<file path="src/rtl/output_buffer_logic_pkg.sv">
// Shared types and constants for the router egress buffer.
package output_buffer_logic_pkg;

   localparam int BYTES_PER_PKT = 4;

   typedef logic [BYTES_PER_PKT-1:0][7:0] pkt_t;

   typedef enum logic {
      IDLE = 1'b0,
      SEND = 1'b1
   } obuf_state_t;

   // Bursts start at the most significant byte.
   localparam logic [1:0] LAST_BYTE_PTR = 2'(BYTES_PER_PKT - 1);

endpackage

</file>
<file path="src/rtl/output_buffer_logic_pkt_fifo.sv">
// Whole-packet queue for the egress buffer; push/pop are ignored when full/empty.
module pkt_fifo
   import output_buffer_logic_pkg::*;
#(
   parameter int PKT_DEPTH = 2,
   localparam int PTR_W = $clog2(PKT_DEPTH),
   localparam int CNT_W = PTR_W + 1
) (
   input  logic             clock,
   input  logic             reset_n,
   input  logic             push,
   input  pkt_t             wr_data,
   input  logic             pop,
   output pkt_t             head,
   output logic [CNT_W-1:0] count,
   output logic             full
);

   logic [PTR_W-1:0] wr_ptr_q, wr_ptr_d;
   logic [PTR_W-1:0] rd_ptr_q, rd_ptr_d;
   logic [CNT_W-1:0] count_q, count_d;
   pkt_t             mem_q [PKT_DEPTH];
   pkt_t             mem_d [PKT_DEPTH];
   logic             push_ok;
   logic             pop_ok;

   // Fullness is judged on the registered count, so a pop never frees a slot for a same-edge push.
   assign full    = (count_q == CNT_W'(PKT_DEPTH));
   assign push_ok = push && !full;
   assign pop_ok  = pop && (count_q != '0);

   always_comb begin
      wr_ptr_d = wr_ptr_q;
      rd_ptr_d = rd_ptr_q;
      count_d  = count_q;
      mem_d    = mem_q;
      if (push_ok) begin
         mem_d[wr_ptr_q] = wr_data;
         wr_ptr_d        = wr_ptr_q + PTR_W'(1);
      end
      if (pop_ok) begin
         rd_ptr_d = rd_ptr_q + PTR_W'(1);
      end
      count_d = count_q + CNT_W'(push_ok) - CNT_W'(pop_ok);
   end

   always_ff @(posedge clock) begin
      if (!reset_n) begin
         wr_ptr_q <= '0;
         rd_ptr_q <= '0;
         count_q  <= '0;
      end else begin
         wr_ptr_q <= wr_ptr_d;
         rd_ptr_q <= rd_ptr_d;
         count_q  <= count_d;
      end
   end

   // Storage holds no control state, so it is left out of reset.
   always_ff @(posedge clock) begin
      mem_q <= mem_d;
   end

   assign head  = mem_q[rd_ptr_q];
   assign count = count_q;

endmodule

</file>
<file path="src/rtl/output_buffer_logic.sv">
// Router egress port: queues whole packets and serialises each as a 4-byte burst, byte 3 first.
// Optional packet counter port pkt_sent_count is built when OUTBUF_STATS_EN is defined.
//
// state | meaning
// IDLE  | no burst; starts one when a packet is queued and node_free is high
// SEND  | driving head[byte_ptr] with put_outbound high; pops head after byte 0
module output_buffer_logic
   import output_buffer_logic_pkg::*;
#(
   parameter int PKT_DEPTH = 2
) (
   input  logic            clock,
   input  logic            reset_n,
   input  logic            route_valid,
   input  logic [3:0][7:0] route_data,
   output logic            route_ready,
   input  logic            node_free,
   output logic            put_outbound,
   output logic [7:0]      payload_outbound,
   output logic            output_buffer_empty
`ifdef OUTBUF_STATS_EN
   ,
   output logic [15:0]     pkt_sent_count
`endif
);

   localparam int CNT_W = $clog2(PKT_DEPTH) + 1;

   obuf_state_t      state_q, state_d;
   logic [1:0]       byte_ptr_q, byte_ptr_d;
   logic             put_q, put_d;
   logic [7:0]       payload_q, payload_d;
   logic             pop;
   logic             push;
   logic             fifo_full;
   logic [CNT_W-1:0] fifo_count;
   pkt_t             head;
   pkt_t             wr_data;

   assign wr_data     = route_data;
   assign route_ready = !fifo_full;
   assign push        = route_valid && route_ready;

   pkt_fifo #(
      .PKT_DEPTH (PKT_DEPTH)
   ) u_pkt_fifo (
      .clock   (clock),
      .reset_n (reset_n),
      .push    (push),
      .wr_data (wr_data),
      .pop     (pop),
      .head    (head),
      .count   (fifo_count),
      .full    (fifo_full)
   );

   // Outputs are registered alongside the state so strobe and byte change on the same edge.
   always_comb begin
      state_d    = state_q;
      byte_ptr_d = byte_ptr_q;
      put_d      = 1'b0;
      payload_d  = 8'h00;
      pop        = 1'b0;
      case (state_q)
         IDLE: begin
            if ((fifo_count != '0) && node_free) begin
               state_d    = SEND;
               byte_ptr_d = LAST_BYTE_PTR;
               put_d      = 1'b1;
               payload_d  = head[LAST_BYTE_PTR];
            end
         end
         SEND: begin
            if (byte_ptr_q == 2'd0) begin
               pop        = 1'b1;
               state_d    = IDLE;
               byte_ptr_d = LAST_BYTE_PTR;
            end else begin
               byte_ptr_d = byte_ptr_q - 2'd1;
               put_d      = 1'b1;
               payload_d  = head[byte_ptr_d];
            end
         end
         default: begin
            state_d    = IDLE;
            byte_ptr_d = LAST_BYTE_PTR;
         end
      endcase
   end

   always_ff @(posedge clock) begin
      if (!reset_n) begin
         state_q    <= IDLE;
         byte_ptr_q <= LAST_BYTE_PTR;
         put_q      <= 1'b0;
         payload_q  <= 8'h00;
      end else begin
         state_q    <= state_d;
         byte_ptr_q <= byte_ptr_d;
         put_q      <= put_d;
         payload_q  <= payload_d;
      end
   end

   assign put_outbound        = put_q;
   assign payload_outbound    = payload_q;
   assign output_buffer_empty = (fifo_count == '0) && (state_q == IDLE);

`ifdef OUTBUF_STATS_EN
   logic [15:0] pkt_sent_count_q, pkt_sent_count_d;

   always_comb begin
      pkt_sent_count_d = pkt_sent_count_q;
      if (pop && (pkt_sent_count_q != 16'hFFFF)) begin
         pkt_sent_count_d = pkt_sent_count_q + 16'd1;
      end
   end

   always_ff @(posedge clock) begin
      if (!reset_n) begin
         pkt_sent_count_q <= 16'h0000;
      end else begin
         pkt_sent_count_q <= pkt_sent_count_d;
      end
   end

   assign pkt_sent_count = pkt_sent_count_q;
`endif

endmodule

</file>
<file path="config.mk">
export PLATFORM = sky130hd
export DESIGN_NAME = output_buffer_logic
export DESIGN_NICKNAME = d
export VERILOG_FILES = /design/src/rtl/output_buffer_logic_pkg.sv /design/src/rtl/output_buffer_logic_pkt_fifo.sv /design/src/rtl/output_buffer_logic.sv
export SDC_FILE = /design/constraint.sdc
export NUM_CORES = 1
export LEC_CHECK = 0
export BUFFER_PORTS_ARGS = -buffer_cell sky130_fd_sc_hd__buf_2
export CAP_MARGIN = 40
export CORE_MARGIN = 2
export CORE_UTILIZATION = 60
export DETAILED_ROUTE_END_ITERATION = 7
export PLACE_DENSITY = 0.88
export SLEW_MARGIN = 15
export SYNTH_ARGS = -nofsm -noshare
export SYNTH_HDL_FRONTEND = slang
export SYNTH_SLANG_ARGS = --single-unit
</file>
<file path="constraint.sdc">
create_clock -name clock -period 5.8 [get_ports clock]
set_clock_uncertainty 0.1 [all_clocks]
set_input_delay 0.29 -clock clock [delete_from_list [all_inputs] [get_ports clock]]
set_output_delay 0.29 -clock clock [all_outputs]
set_load 0.02 [all_outputs]
</file>
==> qor.yml <==
peakVddDrop_uv: 215
drive_above_1_share_pct: 30.0
clk_pin_slew_ns: 0.08
whs_ns: 0.0242
wl_met2_mm: 2.77
cts.sinks: 79
power_switching_uw: 284
dp_hpwl_mm: 3.58
final-setup-viol-count: 0
avgRoutedWirePerCell_um: 17.4
syn_inst: 186
hold_violations: 0
synthArstFlopShare_pct: 0
swShare_pct: 23.5
num_rows: 26
grt_start_max_net_pins: 33
synth_commonest_cells: "edfxtp_1, dfxtp_1, mux2i_1"
reg2reg_slack_ns: 2.98
grt_pass1_wl_mm: 8.76
vias_per_cell: 5.78
critPathKind: "register to register"
yosysMostFrequentCell: "edfxtp_1"
power.leakage_uw: 0.00139
cp_num_buf_inv: 2
die_area_um2: 5880
min_period_over_period_pct: 48.6
r2r_end: "payload_outbound[1]"
ys_top_cells_by_area: "edfxtp_1, dfxtp_1, mux2i_1"
drc_errors: 0
worstMarginPinSlew_ns: 0.675
dr_wl_met3_um: 277
synth_area_per_cell_um2: 17.0
core-area_um2: 5110
grt_use_total_pct: 20.0
cts_buffer_depth: 2
whs_path_depth: 1
holdPathEnd: "u_pkt_fifo.mem_q[35]"
final.fill_count: 344
cp_top_family: "flip-flops"
final_util_pct: 71.1
syn_nets: 225
htreeDepth: 3
fmax_mhz: 355
start_util_pct: 62.0
setup_tns_ns: 0
antenna_found_initial: 0
layout.nets: 277
cp.required_ns: 5.95
drtAntennaViolNets: 0
synth_edf_count: 64
slew_viol_final: 0
hp-start: "route_data[3]"
cp-start-kind: "register"
cp-end-kind: "register"
ys_warn_count: 0
io_buffers: 46
syn_to_final_growth_pct: 14.7
ys_seq_area_share_pct: 70.2
hold_buffers: 0
cts_resized: 0
dr.first_iter.drc_count: 129
timing.final.crit_period_ns: 2.82
cp.depth: 6
grt_pass1_vias: 1871
rsz0062_at_grt: "no"
synthDistinctLibCells: 32
power_density_nw_per_um2: 332
synth_area_um2: 3170
dr.pass1.iters: 4
clock_latency_ns: 0.35
dp_cells: 297
post_cts_buffers: 0
maxCapViolCount: 0
reg2regPathDepth: 6
die_h_um: 76.7
p_comb_share_pct: 11.2
finalNonFillerCells: 313
ctsRootBufferMaster: "clkbuf_8"
reg2reg_from: "byte_ptr_q[0]"
synth-seq-cells: 79
io-pin-count: 47
hold_path.class: "input pin to register"
synth_ff_type: "edfxtp_1"
critPathMaxFanout: 20
relSlewSlack_pct: 54.8
drt_wl_total_mm: 5.43
power.share.clock_pct: 31.9
max_stage_delay_ns: 0.63
gp_congestion: 0.701
p_int_uw: 922
met1Wirelength_mm: 2.29
top_layer: "met4"
cp_slowest_cell: "dfxtp_1"
antenna_cells: 0
fp.dieW_um: 76.7
num_vias: 1809
crit_chain: "inv_1, ha_1, buf_4, mux4_1, and3_1, a221o_1"
arrival_ns: 2.97
outcome: "completed"
cts_buffers: 9
cts_tree: "yes"
synth_top_area_share_pct: 60.7
gr-total-overflow: 0
yosysTopAreaCell: "edfxtp_1"
power_frac_seq_pct: 56.9
## flip-flops by register name (all words and copies together), names as in the netlist
| signal | cells |
|---|---|
| u_pkt_fifo.wr_ptr_q | 1 |
| payload_outbound | 8 |
| byte_ptr_q | 2 |
| u_pkt_fifo.rd_ptr_q | 1 |
| put_outbound | 1 |
| u_pkt_fifo.count | 2 |
| u_pkt_fifo.mem_q | 64 |
## metrics by stage
stage,cell area (um2),setup WS (ns),total power (uW)
6_report,3630,2.98,1210
5_1_grt,3630,2.86,1250
4_1_cts,3630,2.98,1210
3_5_place_dp,3440,2.99,834
2_1_floorplan,3170,3.12,792
3_3_place_gp,3440,3.09,827
## power groups by stage
stage               clock (uW)  combinational, uW  sequential (uW)
floorplan                    0               96.1              696
global placement             0                130              697
detailed placement           0                135              699
CTS                        389                136              686
global route               416                146              690
finish                     385                135              687
## per-layer routing
metal	track usage, %	up-vias
met1	25.2	900
met5	0	-
met2	32.6	63
li1	-	836
met4	8.55	0
met3	5.88	10
## placed cells by master, fill, tap and decap left out, types with 4 or more instances in the layout
master    Yosys  final
mux4_1        4      4
a21oi_1       7      7
and2_1        5      5
and3_1        8      8
buf_2         1     46
a22o_1        7      7
dfxtp_1      15     15
inv_1         5      5
clkbuf_8      0      9
xnor2_1       4      4
nand2_1      11     11
mux4_2        5      5
a221o_1       7      7
mux2i_1      15     15
edfxtp_1     64     64
## cells by family (layout without fill, tap and decap cells)
kind of cell    after synthesis  after routing  synth area share [%]
xor+xnor                      4              4                  1.11
compound gates               27             27                  6.52
buf+inv                      13             70                  2.69
mux                          26             26                  12.3
flops                        79             79                  70.2
simple gates                 34             34                  6.01
fa+ha+maj                     3              3                  1.19
## area by class of cell
class                      instances  area, um2  share of cell area [%]
clock buffer                       9        124                    3.41
clock inverter                     7       63.8                    1.76
inverter                           5       18.8                   0.517
multi-input combinational         94        862                    23.7
sequential                        79       2220                    61.2
tap                               70       87.6                    2.41
timing repair buffer              49        253                    6.96
## worst max-delay path by stage
| stage | from | endpoint |
|---|---|---|
| after CTS | byte_ptr_q[0] | payload_outbound[1] |
| after global placement | byte_ptr_q[0] | payload_outbound[0] |
| after global routing | byte_ptr_q[0] | payload_outbound[0] |
| final | byte_ptr_q[0] | payload_outbound[1] |
| after floorplan | u_pkt_fifo.count[0] | u_pkt_fifo.mem_q[32] |
| after detailed placement | byte_ptr_q[0] | payload_outbound[1] |
Note: power is estimated with default switching activity, not from simulation.
